**config.mk**
```make
export PLATFORM = sky130hd
export DESIGN_NAME = nibbler_fetch_sequencer
export DESIGN_NICKNAME = d
export VERILOG_FILES = /design/src/rtl/nibbler_pkg.sv /design/src/rtl/nibbler_jump_condition.sv /design/src/rtl/nibbler_fetch_sequencer.sv
export SDC_FILE = /design/constraint.sdc
export NUM_CORES = 1
export LEC_CHECK = 0
export BUFFER_PORTS_ARGS = -buffer_cell sky130_fd_sc_hd__buf_2
export CORE_MARGIN = 1
export CORE_UTILIZATION = 27
export CTS_CLUSTER_DIAMETER = 200
export CTS_CLUSTER_SIZE = 20
export DETAILED_ROUTE_END_ITERATION = 7
export GPL_TIMING_DRIVEN = 0
export PLACE_DENSITY = 0.56
export SYNTH_ARGS = -nofsm -noshare
export SYNTH_HDL_FRONTEND = slang
export SYNTH_SLANG_ARGS = --single-unit
```
**constraint.sdc**
```tcl
create_clock -name clk -period 1.8 [get_ports clk]
set_input_delay 0.09 -clock clk [delete_from_list [all_inputs] [get_ports clk]]
set_output_delay 0.09 -clock clk [all_outputs]
set_load 0.05 [all_outputs]
```
**src/rtl/nibbler_pkg.sv**
```systemverilog
// Shared types and constants for the Nibbler fetch sequencer: state encoding,
// jump-class opcodes, default widths and the jump-class decode helper.
package nibbler_pkg;

    localparam int NIBBLER_ADDR_W  = 12;
    localparam int NIBBLER_INSTR_W = 8;

    typedef enum logic [1:0] {
        S_FETCH   = 2'd0,
        S_OPERAND = 2'd1,
        S_JUMP    = 2'd2,
        S_EXEC    = 2'd3
    } seqState_e;

    localparam logic [3:0] OP_JC  = 4'h0;
    localparam logic [3:0] OP_JNC = 4'h1;
    localparam logic [3:0] OP_JZ  = 4'h2;
    localparam logic [3:0] OP_JNZ = 4'h3;
    localparam logic [3:0] OP_JMP = 4'h4;

    // Jump opcodes occupy the contiguous range 0x0..0x4.
    function automatic logic isJump(input logic [3:0] opcode);
        return (opcode <= OP_JMP);
    endfunction

endpackage

```
**src/rtl/nibbler_jump_condition.sv**
```systemverilog
// Combinational jump resolution: decides whether a jump-class opcode is taken
// given the ALU carry and zero flags. Non-jump opcodes are never taken.
module nibbler_jump_condition
    import nibbler_pkg::*;
(
    input  logic [3:0] opcode,
    input  logic       carry,
    input  logic       zero,
    output logic       taken
);

    always_comb begin
        taken = 1'b0;
        case (opcode)
            OP_JC:   taken = carry;
            OP_JNC:  taken = ~carry;
            OP_JZ:   taken = zero;
            OP_JNZ:  taken = ~zero;
            OP_JMP:  taken = 1'b1;
            default: taken = 1'b0;
        endcase
    end

endmodule

```
**src/rtl/nibbler_fetch_sequencer.sv**
```systemverilog
// Fetch/jump sequencer driving the Nibbler PC controls and execute strobe.
// Optional freeze input is built when NIBBLER_FETCH_HALT_EN is defined.
module nibbler_fetch_sequencer
    import nibbler_pkg::*;
#(
    parameter int ADDR_W  = NIBBLER_ADDR_W,
    parameter int INSTR_W = NIBBLER_INSTR_W
) (
    input  logic               clk,
    input  logic               reset,
    input  logic [INSTR_W-1:0] romData,
    input  logic               carryFlag,
    input  logic               zeroFlag,
`ifdef NIBBLER_FETCH_HALT_EN
    input  logic               halt,
`endif
    output logic               incPC,
    output logic               notLoadPC,
    output logic               pcNotReset,
    output logic [ADDR_W-1:0]  addressIn,
    output logic [INSTR_W-1:0] instruction,
    output logic               execStrobe,
    output logic [1:0]         phase
);

    seqState_e          state, stateNext;
    logic               incReg, incNext;
    logic               notLoadReg, notLoadNext;
    logic               strobeReg, strobeNext;
    logic [ADDR_W-1:0]  addrReg, addrNext;
    logic [INSTR_W-1:0] instrReg, instrNext;
    logic               pcNotResetReg;
    logic               taken;

    nibbler_jump_condition u_jumpCondition (
        .opcode (instrReg[7:4]),
        .carry  (carryFlag),
        .zero   (zeroFlag),
        .taken  (taken)
    );

    always_ff @(posedge clk) begin
        if (reset) begin
            state         <= S_FETCH;
            incReg        <= 1'b0;
            notLoadReg    <= 1'b1;
            strobeReg     <= 1'b0;
            addrReg       <= '0;
            instrReg      <= '0;
            pcNotResetReg <= 1'b0;
        end else begin
            state         <= stateNext;
            incReg        <= incNext;
            notLoadReg    <= notLoadNext;
            strobeReg     <= strobeNext;
            addrReg       <= addrNext;
            instrReg      <= instrNext;
            pcNotResetReg <= 1'b1;
        end
    end

    // Pulse outputs default to idle so each is high for exactly one cycle.
    always_comb begin
        stateNext   = state;
        incNext     = 1'b0;
        notLoadNext = 1'b1;
        strobeNext  = 1'b0;
        addrNext    = addrReg;
        instrNext   = instrReg;
        case (state)
            S_FETCH: begin
                instrNext = romData;
                incNext   = 1'b1;
                stateNext = isJump(romData[7:4]) ? S_OPERAND : S_EXEC;
            end
            S_OPERAND: begin
                addrNext  = ADDR_W'({instrReg[3:0], romData});
                incNext   = 1'b1;
                stateNext = S_JUMP;
            end
            S_JUMP: begin
                notLoadNext = ~taken;
                stateNext   = S_FETCH;
            end
            S_EXEC: begin
                strobeNext = 1'b1;
                stateNext  = S_FETCH;
            end
            default: stateNext = S_FETCH;
        endcase
`ifdef NIBBLER_FETCH_HALT_EN
        if (halt) begin
            stateNext   = state;
            incNext     = incReg;
            notLoadNext = notLoadReg;
            strobeNext  = strobeReg;
            addrNext    = addrReg;
            instrNext   = instrReg;
        end
`endif
    end

`ifdef NIBBLER_FETCH_HALT_EN
    // Registers keep their pending pulses while frozen; only the pins are masked.
    assign incPC      = incReg & ~halt;
    assign notLoadPC  = notLoadReg | halt;
    assign execStrobe = strobeReg & ~halt;
`else
    assign incPC      = incReg;
    assign notLoadPC  = notLoadReg;
    assign execStrobe = strobeReg;
`endif

    assign pcNotReset  = pcNotResetReg;
    assign addressIn   = addrReg;
    assign instruction = instrReg;
    assign phase       = state;

    noIncWithLoad: assert property (@(posedge clk) disable iff (reset) !(incPC && !notLoadPC));

endmodule

```
=== Word-level counts from Yosys, hierarchy flattened ===
Cells that the tools add are included.

* RAM bits: 0
* Bits of input ports: 12
* Memories: 0
* Bits in registers: 26
* ROM bits: 0
* Latch bits: 0

* Div/mod/pow operators: 0
* $lt $le $gt $ge: 1
* Multiply operators: 0
* Add/subtract/negate cells: 0
* Bitwise gates (word level): 4
* Equality and inequality tests: 7
* Reduce and logical (&&, ||, !) cells: 5
* Shift-type cells: 0
* Muxes and demuxes: 6

{| class="wikitable"
|+ Operators by type and width
! operator !! count
|-
| $eq A4 B2 Y1 const B || 2
|-
| $pmux W2 S3 || 1
|-
| $reduce_or A2 Y1 || 3
|-
| $pmux W1 S5 || 1
|-
| $eq A2 B2 Y1 const B || 2
|-
| $eq A4 B1 Y1 const B || 1
|-
| $eq A4 B3 Y1 const B || 1
|-
| $le A4 B3 Y1 const B || 1
|-
| $logic_not A4 Y1 || 1
|-
| $not A1 Y1 || 4
|-
| $mux W1 || 3
|-
| $eq A2 B1 Y1 const B || 1
|-
| $logic_not A2 Y1 || 1
|-
| $mux W2 || 1
|}

=== Longest topological paths before layout ===
Gate-level depths: netlist of the first run.

* Depth after elaboration: 3
* Depth in mapped cells: 4
* Gate-level depth less buffers: 3

=== Cells and area by module ===
From an unflattened synthesis of the first run, not the netlist that was laid out.

* Cell total of the unflattened synthesis: 110
* Area, all modules: 913.4 sq um

{| class="wikitable"
|+ Modules (own cells, without submodules)
! module !! cells an instance !! sequential area each (sq um) !! instances !! area each (sq um)
|-
| nibbler_fetch_sequencer || 103 || 520.5 || 1 || 872.1
|-
| nibbler_jump_condition || 7 || 0.0 || 1 || 41.3
|}

=== Worst setup path before layout of the first run ===
No wires, ideal clock.

* Path kind: register -> register
* From: register instrReg[4] (netlist: instruction[4])
* To: register notLoadReg (netlist: notLoadPC)
* Slack: 0.336 ns
* Path buffers: 0
* Clock period less this slack: 1.464 ns
* Required time: 1.654 ns
* Stages on the path, launching flop included: 4
* Arrival: 1.318 ns
* Path through: dfxtp_1 -> or4b_1 -> o31ai_1 -> o2111ai_1

* Word-level cells in the longest chain between the ends: 3

{| class="wikitable"
|+ RTL lines
! element !! RTL line !! RTL
|-
| start, declared || nibbler_fetch_sequencer.sv:31 || <nowiki>logic [INSTR_W-1:0] instrReg, instrNext;</nowiki>
|-
| start signal, assigned || nibbler_fetch_sequencer.sv:57 || <nowiki>instrReg <= instrNext;</nowiki>
|-
| $eq A4 B3 Y1, or another cell as far along || nibbler_jump_condition.sv:14 || <nowiki>case (opcode)</nowiki>
|-
| $pmux W1 S5 * || nibbler_jump_condition.sv:14 ||
|-
| $not A1 Y1 * || nibbler_fetch_sequencer.sv:82 || <nowiki>notLoadNext = ~taken;</nowiki>
|-
| end signal, assigned || nibbler_fetch_sequencer.sv:54 || <nowiki>notLoadReg <= notLoadNext;</nowiki>
|-
| end, declared || nibbler_fetch_sequencer.sv:28 || <nowiki>logic notLoadReg, notLoadNext;</nowiki>
|}

Every way passes the cells marked *; elsewhere a longest branch is shown, timed or not.
A chain may end at the register's enable or synchronous reset.

=== Worst setup path in the final report of the first run ===
* From: register instrReg[5] (netlist: instruction[5])
* To: register notLoadReg (netlist: notLoadPC)

The elaborated chain is that of the path after synthesis.

==> results of run 1 <==
worst paths after layout:
path / start / endpoint / slack [ns] / cells after the start
max: instruction[5]$_SDFFE_PP0P_ / notLoadPC$_SDFF_PP1_ / 0.56 / 3
min: romData[6] / addressIn[6]$_SDFFE_PP0P_ / 0.02 / 3
max reg2reg: instruction[5]$_SDFFE_PP0P_ / notLoadPC$_SDFF_PP1_ / 0.56 / 3
min reg2reg: addressIn[9]$_SDFFE_PP0P_ / addressIn[9]$_SDFFE_PP0P_ / 0.46 / 2
what timing repair did:
item	CTS	global route
hold buffers	1	0
endpoints found under the hold margin	3	0
setup endpoints to repair	0	0
gates resized for setup	0	0
routing by layer:
metal | global-route usage, % | wire (µm)
met4 | 5.98 | 33
met5 | 0 | 0
met2 | 20.6 | 965
met3 | 2.16 | 81
met1 | 17.5 | 1030
per-stage QoR:
stage / hold WS, ns / power (mW) / instance area (µm²) / worst slack [ns]
after global routing: 0.00993 / 1.28 / 1200 / 0.490
after global placement: 0.327 / 0.941 / 1150 / 0.602
after floorplan: 0.161 / 0.866 / 910 / 0.336
after detailed placement: 0.314 / 0.944 / 1150 / 0.583
final: 0.0160 / 1.22 / 1200 / 0.563
after CTS: 0.00442 / 1.24 / 1200 / 0.561
cell families after synthesis:
kind of cell | after synthesis
compound gates | 32
xor+xnor | 1
simple gates | 43
buf+inv | 7
flops | 26
synthesized netlist by cell type, drive strengths merged:
cell type   n
nor3        1
and3        1
a21oi      20
or4b        1
clkbuf      4
nor2        5
dfxtp      26
o2111ai     1
nand2      32
o31ai       1
nand2b      1
xnor2       1
o21ai       9
a21boi      1
buf         2
nor3b       1
nor2b       1
inv         1
report_power, final:
part           internal (mW)  switching (mW)  total [mW]  leakage (nW)
registers              0.613          0.0268       0.640         0.213
clock network          0.124           0.166       0.289        0.0210
logic                 0.0730           0.217       0.290         0.297
final cells by class:
| cell class | count | area (µm²) |
|---|---|---|
| inverters | 1 | 3.75 |
| flip-flops and latches | 26 | 520 |
| multi-input cells | 76 | 358 |
| fillers | 361 | 1930 |
| well taps | 44 | 55.1 |
| repair buffers | 38 | 195 |
| plain buffers | 6 | 27.5 |
| clock buffers | 4 | 36.3 |
flip-flops by register name, indices dropped and copies added (netlist names):
| name | flops |
|---|---|
| addressIn | 12 |
| execStrobe | 1 |
| notLoadPC | 1 |
| pcNotReset | 1 |
| instruction | 8 |
| incPC | 1 |
| phase | 2 |
worst min-delay path: stages:
cell                      delay [ns]
sky130_fd_sc_hd__buf_2          0.11
sky130_fd_sc_hd__nand2_1        0.05
sky130_fd_sc_hd__a21oi_1        0.05
==> impl.org, run 1 <==
** Status
- The flow ran to the end, and the final reports show no timing, DRC or antenna violations.

** Floorplanning
- Chip Height :: 60.0 µm
- Horizontal extent of the die :: 60.0 µm
- For this design the top-level I/O count stands at 38.
- The region available for standard cell placement spans 3130 µm².
- Floorplan die area :: 3600 µm²
- Initial core utilization :: 29.1%
- Std-Cell Rows :: 20

** STA
- At the pin with the least slew margin, the transition time is 0.488 ns.
- Headroom to the max-slew limit came out at 67.3%.
- Post-layout minimum cycle time :: 1.24 ns
- Setup repair after global routing left no endpoint under its margin.
- The final hold violation count was 0.
- Maximum clock skew at final layout :: 0.00118 ns
- Top achievable clock speed :: 808 MHz
- Setup Total Neg Slack :: 0 ns
- Max-slew violation count :: 0
- Setup violations remaining at the end of the flow were counted as 0.
- In the finished design, the share of the clock period the worst path needs comes to 68.7%.

** Synth
- Yosys warning total :: 0
- Count of mapped cells out of synthesis :: 109
- Part of the Yosys area used for sequential elements :: 57.2%
- Nets in the synthesized netlist :: 121
- The top cell type by area accounts for 57.2% of the synthesized area.
- Combinational family with the most area after synthesis :: simple AND/OR/NAND/NOR gates
- Adder and majority gate portion of the synthesized area :: 0%
- Post-synthesis xor/xnor area fraction :: 0.963%
- Multiplexer cells account for 0% of the synthesized area.
- Number of distinct standard cells referenced by the synthesized netlist :: 20
- By area the synthesized netlist is led by sky130_fd_sc_hd__dfxtp_1 (57%), sky130_fd_sc_hd__nand2_1 (13%), sky130_fd_sc_hd__a21oi_1 (11%).
- Synth Area in Simple Gates :: 19.8%
- The synthesized netlist devotes 18.6% of its cell area to compound gates.
- Summed over all instances, the cell type with the most area after synthesis is sky130_fd_sc_hd__dfxtp_1.
- Post-synthesis instance area :: 910 µm²
- In this run the mean area of a mapped cell was 8.35 µm².
- In this run, synthesis produced a sequential element count of 26.

** Setup path
- Delay contributed by the slowest stage of the critical path :: 0.53 ns
- Crit path buffers/inverters :: 0
- CP startpoint kind :: flop
- Along the worst path, the maximum fanout reaches 5.
- STA puts the critical path data arrival time at 1.42 ns.
- Crit path kind :: flop to flop
- STA puts the critical path data required time at 1.98 ns.
- Cell Chain, Critical Path :: or4b_1 > o31ai_1 > o2111ai_1
- STA classifies the critical path endpoint as a flop.
- Grouping stages by cell kind, the critical path spends the most delay in simple AND/OR/NAND/NOR gates.
- Cell with the largest stage delay on the worst path :: sky130_fd_sc_hd__or4b_1

** Global routing
- Pin count of the biggest net entering global routing :: 15
- Vias in the first global route :: 806
- Number of antenna violations at the first check in global routing :: 0
- Grt ovf :: 0
- Global routing consumed, over all layers together, 13.1% of the routing resources.
- The first global-routing pass estimated 3490 µm of wire.

** Routing
- In the routed design, unresolved DRC markers number 0.
- DRC marker count from the first detailed-route iteration :: 21
- The detail route stage leaves a number of antenna-violating nets equal to 0.
- After detailed routing, the average wire length per cell comes to 10.8 µm.
- The detailed router placed 868 vias in this run.
- Length of the first detailed-routing pass in iterations :: 4
- The final layout contains routed wiring with a total length of 2110 µm.
- Using the TritonRoute via totals, the vias-per-cell ratio works out to 4.45.

** Clocking
- CTS built an H-tree with a depth of 1.
- Longest Clk Path Bufs :: 2
- Buffer count from post-CTS setup fixing :: 0
- CTS placed an instance of sky130_fd_sc_hd__clkbuf_4 at the clock tree root.
- Clock latency on the worst-skew pair, taken at its later pin, is 0.31 ns.
- Clock sink count :: 26
- The number of clock buffers added by TritonCTS is 3.
- Clock transition at path regs :: 0.14 ns
- TritonCTS built the clock tree.

** Power
- Leakage power of the design :: 0.531 nW
- Total power divided by cell area :: 1020 nW/µm²
- Peak supply drop :: 0.000312 V

** Final layout
- The area growth from synthesis to layout is 31.5%.
- The finished layout holds 195 standard cells, fillers aside.
- For this run, the share of the core covered by cells in the final layout is 38.2%.
- Commonest cells after routing, fill and taps aside :: sky130_fd_sc_hd__buf_2 (38), sky130_fd_sc_hd__nand2_1 (32), sky130_fd_sc_hd__dfxtp_1 (26)
- The post-route netlist has 28.5% of its cells at a drive strength greater than 1.
- Ant diodes :: 0
- The library cell used most frequently in the layout, excluding fill and tap cells, is sky130_fd_sc_hd__buf_2.
- The net count of the finished layout is 164.

** Place
- At the end of routability-driven placement, the weighted congestion stood at 0.803.
- PortBufs :: 37
- After detailed placement, the design holds a cell count of 190.
- DP HPWL :: 1620 µm

** Hold path
- The path class of the tightest hold or removal check is primary input to flop.

** Run
- Count of maximum capacitance violations :: 0
Note: power is estimated with default switching activity, not from simulation.
==> run 2, diff against run 1 <==
ABC_AREA = 1   (was default)
PLACE_DENSITY = 0.57   (was 0.56)
clock period = 1 ns   (was 1.8 ns; I/O delays follow)
==> impl.org, run 2 <==
** Synth
- Syn Area/Cell :: 8.02 µm² (-3.9%)
- In the post-synthesis netlist, the biggest area contributors are sky130_fd_sc_hd__dfxtp_1 (55%), sky130_fd_sc_hd__nor2_1 (14%), sky130_fd_sc_hd__o21ai_0 (8.5%).
- The most common cell in the synthesized netlist is sky130_fd_sc_hd__nor2_1.
- Share of the synthesized area in compound gates (AO/OA/AOI/OAI) :: 16.4% (-2.2 points)
- Post-synthesis instance area :: 946 µm² (+4.0%)
- The flip-flop and latch count after synthesis was 26 (unchanged).
- Yosys warning total :: 0 (unchanged)
- The largest total area in the synthesized netlist belongs to sky130_fd_sc_hd__dfxtp_1.
- Ranking of synthesized cells by instance count :: sky130_fd_sc_hd__nor2_1 (36), sky130_fd_sc_hd__dfxtp_1 (26), sky130_fd_sc_hd__o21ai_0 (16), sky130_fd_sc_hd__nand2_1 (8)
- Flip-flop cell with the highest count after synthesis :: sky130_fd_sc_hd__dfxtp_1
- Nets in the synthesized netlist :: 130 (+7.4%)
- The proportion of synthesized flip-flops having asynchronous set or reset is 0% (unchanged).
- Combinational family with the most area after synthesis :: simple AND/OR/NAND/NOR gates
- The count of different cell masters after synthesis came to 17 (-15%).
- Count of mapped cells out of synthesis :: 118 (+8.3%)
- Synth Area in Simple Gates :: 20.9% (+1.1 points)
- Post-synthesis xor/xnor area fraction :: 0% (-0.96 points)
- Multiplexer area fraction after synthesis :: 0% (unchanged)
- Top cell type's share of synthesized area :: 55.0% (-2.2 points)
- Part of the Yosys area used for sequential elements :: 55.0% (-2.2 points)
- The area share of fa/ha/maj cells after synthesis is 0% (unchanged).
- The number of enable-type register cells in the synthesized netlist was 0 (unchanged).

** Status
- Status :: finished with violations
- The final reports fail on negative setup slack.

** Global routing
- The via count of the first global-routing pass is 833 (+3.3%).
- Wire length of the first global-routing pass :: 3550 µm (+1.6%)
- The number of antenna violations at the first check in global routing came to 0 (unchanged).
- Pin count of the biggest net entering global routing :: 15 (unchanged)
- The total global routing track utilization was 12.9% (-0.25 points).
- Grt ovf :: 0 (unchanged)

** Power
- The power density over cell area is 1760 nW/µm² (+72%).
- The total power of the final layout was 2.61 mW (+110%).
- Peak supply drop :: 0.000951 V (+200%)
- The reported leakage power was 0.678 nW (+28%).

** STA
- Fin. Hold Viols :: 0 (unchanged)
- Maximum clock skew at final layout :: 0.00722 ns (+0.00605 ns)
- The final number of max-transition violations is 0 (unchanged).
- Final worst path period share :: 106% (+37 points)
- The maximum operating frequency is 945 MHz (+17%).
- The setup slack after layout was -0.0584 ns (-0.621 ns).
- The sum of negative setup slack came to -0.246 ns (-0.246 ns).
- Unrepaired setup endpoints after global routing :: yes
- The final hold slack was 0.0917 ns (+0.0757 ns).
- Slew at the pin closest to its max-slew limit :: 0.248 ns (-0.240 ns)
- Post-layout minimum cycle time :: 1.06 ns (-0.179 ns)
- Setup violation total in the final timing report :: 8 (+8)
- The headroom to the max-slew limit was 83.6% (+16 points).

** Setup path
- The critical path in this run is classified as flop to flop.
- Required time at the worst-slack endpoint :: 1.23 ns (-0.75 ns)
- STA classifies the critical path startpoint as a flop.
- The delay of the slowest critical-path stage is 0.39 ns (-0.14 ns).
- RR Startpoint :: phase[0]$_SDFF_PP0_
- Crit path capture type :: flop
- The flop-to-flop setup slack is -0.06 ns (-0.62 ns).
- Cell with the largest stage delay on the worst path :: sky130_fd_sc_hd__dfxtp_4
- In this run the critical register-to-register path is captured at addressIn[6]$_SDFFE_PP0P_.
- The critical path goes through inv_4 > nor2_4 > buf_6 > buf_6 > o21ai_0 > nor2_1.
- Worst-path maximum fanout :: 7 (+2)
- The data arrival time at the worst-slack endpoint is 1.29 ns (-0.13 ns).
- By instance count, the cell type seen most on the critical path is sky130_fd_sc_hd__buf_6.
- R2r worst-path depth :: 6 (+3)

** Final layout
- The area growth from synthesis to layout is 57.0%.
- Leaving out fill and tap cells, the most frequent cell in the layout is sky130_fd_sc_hd__nor2_1.
- The total inserted antenna cells came to 0 (unchanged).
- Final core area utilization :: 44.5% (+6.3 points)
- Max FFs per register :: 12 (unchanged)
- Fin nets :: 185 (+13%)
- The library cells used most frequently in the layout, excluding fill and tap cells, are sky130_fd_sc_hd__nor2_1 (33), sky130_fd_sc_hd__dfxtp_1 (19), sky130_fd_sc_hd__buf_4 (16).
- Ratio of cells with drive above 1 in the final layout :: 39.0% (+10 points)

** Clocking
- CTS tree :: done
- The number of levels in the clock H-tree is 1 (unchanged).
- Longest Clk Path Bufs :: 2 (unchanged)
- The latest clock arrival within the worst-skew pair came to 0.32 ns (about the same).
- The total number of clock tree sinks was 26 (unchanged).
- TritonCTS Buffers :: 3 (unchanged)
- Clock tree root buffer cell :: sky130_fd_sc_hd__clkbuf_4
- Clock transition at path regs :: 0.14 ns (about the same)

** Place
- The placed wire-length estimate after detailed placement came to 1670 µm (+3.0%).
- Last weighted congestion value of the routability-driven placer :: 0.722 (-10%)
- The count of buffers inserted at the top-level ports is 36 (-2.7%).

** Routing
- The count of unresolved DRC violations after routing is 0 (unchanged).
- Post-DR vias/cell :: 4.48 (+0.58%)
- Length of the first detailed-routing pass in iterations :: 3 (-1)
- The number of routed nets with antenna violations came to 0 (unchanged).
- The via count of the routed design came to 976 (+12%).
- The wire length per cell was 10.8 µm (about the same).
- DRC marker count from the first detailed-route iteration :: 32 (+52%)
- Drt total wl :: 2360 µm (+12%)

** Floorplanning
- Horizontal extent of the die :: 61.2 µm (+1.9%)
- Floorplan die area :: 3740 µm² (+3.9%)
- Initial core utilization :: 28.3% (-0.73 points)
- Std-Cell Rows :: 21 (+5.0%)
- Floorplan core area :: 3340 µm² (+6.7%)
- Chip Height :: 61.2 µm (+1.9%)
- # IOs :: 38 (unchanged)

** Run
- The number of maximum-capacitance constraint violations is 0 (unchanged).

** Hold path
- Hold worst-path end :: notLoadPC$_SDFF_PP1_
- In this run the most critical hold path is launched from zeroFlag.
- The min-delay analysis places its worst path in the category primary input to flop.
- WHS Path Cells :: 4 (+1)
-- run 2: cell count changes in the layout (fill, tap and decap cells not counted), moves of 4 or more --
cell and change:
sky130_fd_sc_hd__inv_1 +6, sky130_fd_sc_hd__buf_6 +11, sky130_fd_sc_hd__a21oi_1 -13, sky130_fd_sc_hd__buf_4 +15, sky130_fd_sc_hd__nor2_1 +28, sky130_fd_sc_hd__o21ai_0 +9
sky130_fd_sc_hd__clkbuf_4 +6, sky130_fd_sc_hd__dfxtp_1 -7, sky130_fd_sc_hd__buf_2 -27, sky130_fd_sc_hd__dlygate4sd3_1 +8, sky130_fd_sc_hd__dfxtp_2 +4, sky130_fd_sc_hd__nand2_1 -24
-- run 2: what timing repair did --
action,4_1_cts,5_1_grt
gates cloned,0,2
pin swaps,0,3
endpoints found under the hold margin,19,0
setup endpoints to repair,17,35
hold buffers,9,0
gates resized for setup,17,45
buffers inserted,0,3
-- run 2: worst max path at each step --
stage                                    from                         end  slack [ns]
final                     phase[0]$_SDFF_PP0_   addressIn[6]$_SDFFE_PP0P_       -0.06
after global placement    phase[0]$_SDFF_PP0_   addressIn[7]$_SDFFE_PP0P_        0.03
after global routing      phase[0]$_SDFF_PP0_  addressIn[11]$_SDFFE_PP0P_       -0.11
after detailed placement  phase[0]$_SDFF_PP0_   addressIn[2]$_SDFFE_PP0P_       0.003
after CTS                 phase[0]$_SDFF_PP0_   addressIn[2]$_SDFFE_PP0P_       -0.02
after floorplan           phase[0]$_SDFF_PP0_   addressIn[7]$_SDFFE_PP0P_      -0.002
-- run 2: routing by layer --
layer  part of all wire (%)  track usage (%)  wire length [µm]  up-vias
met2                     49             22.0              1150       30
met4                   0.38             2.92                 9        0
li1                       -                -                 -      489
met5                      0                0                 0        -
met1                     44             15.4              1040      455
met3                    6.6             4.62               156        2
-- run 2: stage by stage --
step                std cells  area, µm²  setup WS [ns]
floorplan                 118        958       -0.00240
global placement          200       1200         0.0347
detailed placement        200       1200        0.00288
CTS                       213       1350        -0.0163
global route              218       1490         -0.113
finish                    218       1490        -0.0584
-- run 2: layout make-up --
cell class,instances,area (µm²)
Fill cell,365,1850
Buffer,4,33.8
Sequential cell,26,537
Multi-Input combinational cell,78,377
Tap cell,46,57.6
Clock buffer,4,26.3
Timing Repair inverter,1,6.26
Inverter,10,47.5
Timing Repair Buffer,49,400
-- run 2: cells by family (layout without fill, tap and decap cells) --
family / Yosys count / count (layout)
flops: 26 / 26
simple gates: 49 / 49
buf+inv: 14 / 68
compound gates: 29 / 29
-- run 2: worst max-delay path: cells and delay by family, from the launching register on --
kind / cells / cell delay (ns)
buffers and inverters: 3 / 0.33
AOI/OAI and AO/OA: 1 / 0.15
and+or+nand+nor: 2 / 0.09
DFF: 1 / 0.39
-- run 2: power breakdown --
part / internal, mW / total, mW / switching [mW]
logic: 0.320 / 0.923 / 0.603
registers: 1.15 / 1.24 / 0.0889
clock network: 0.156 / 0.452 / 0.296
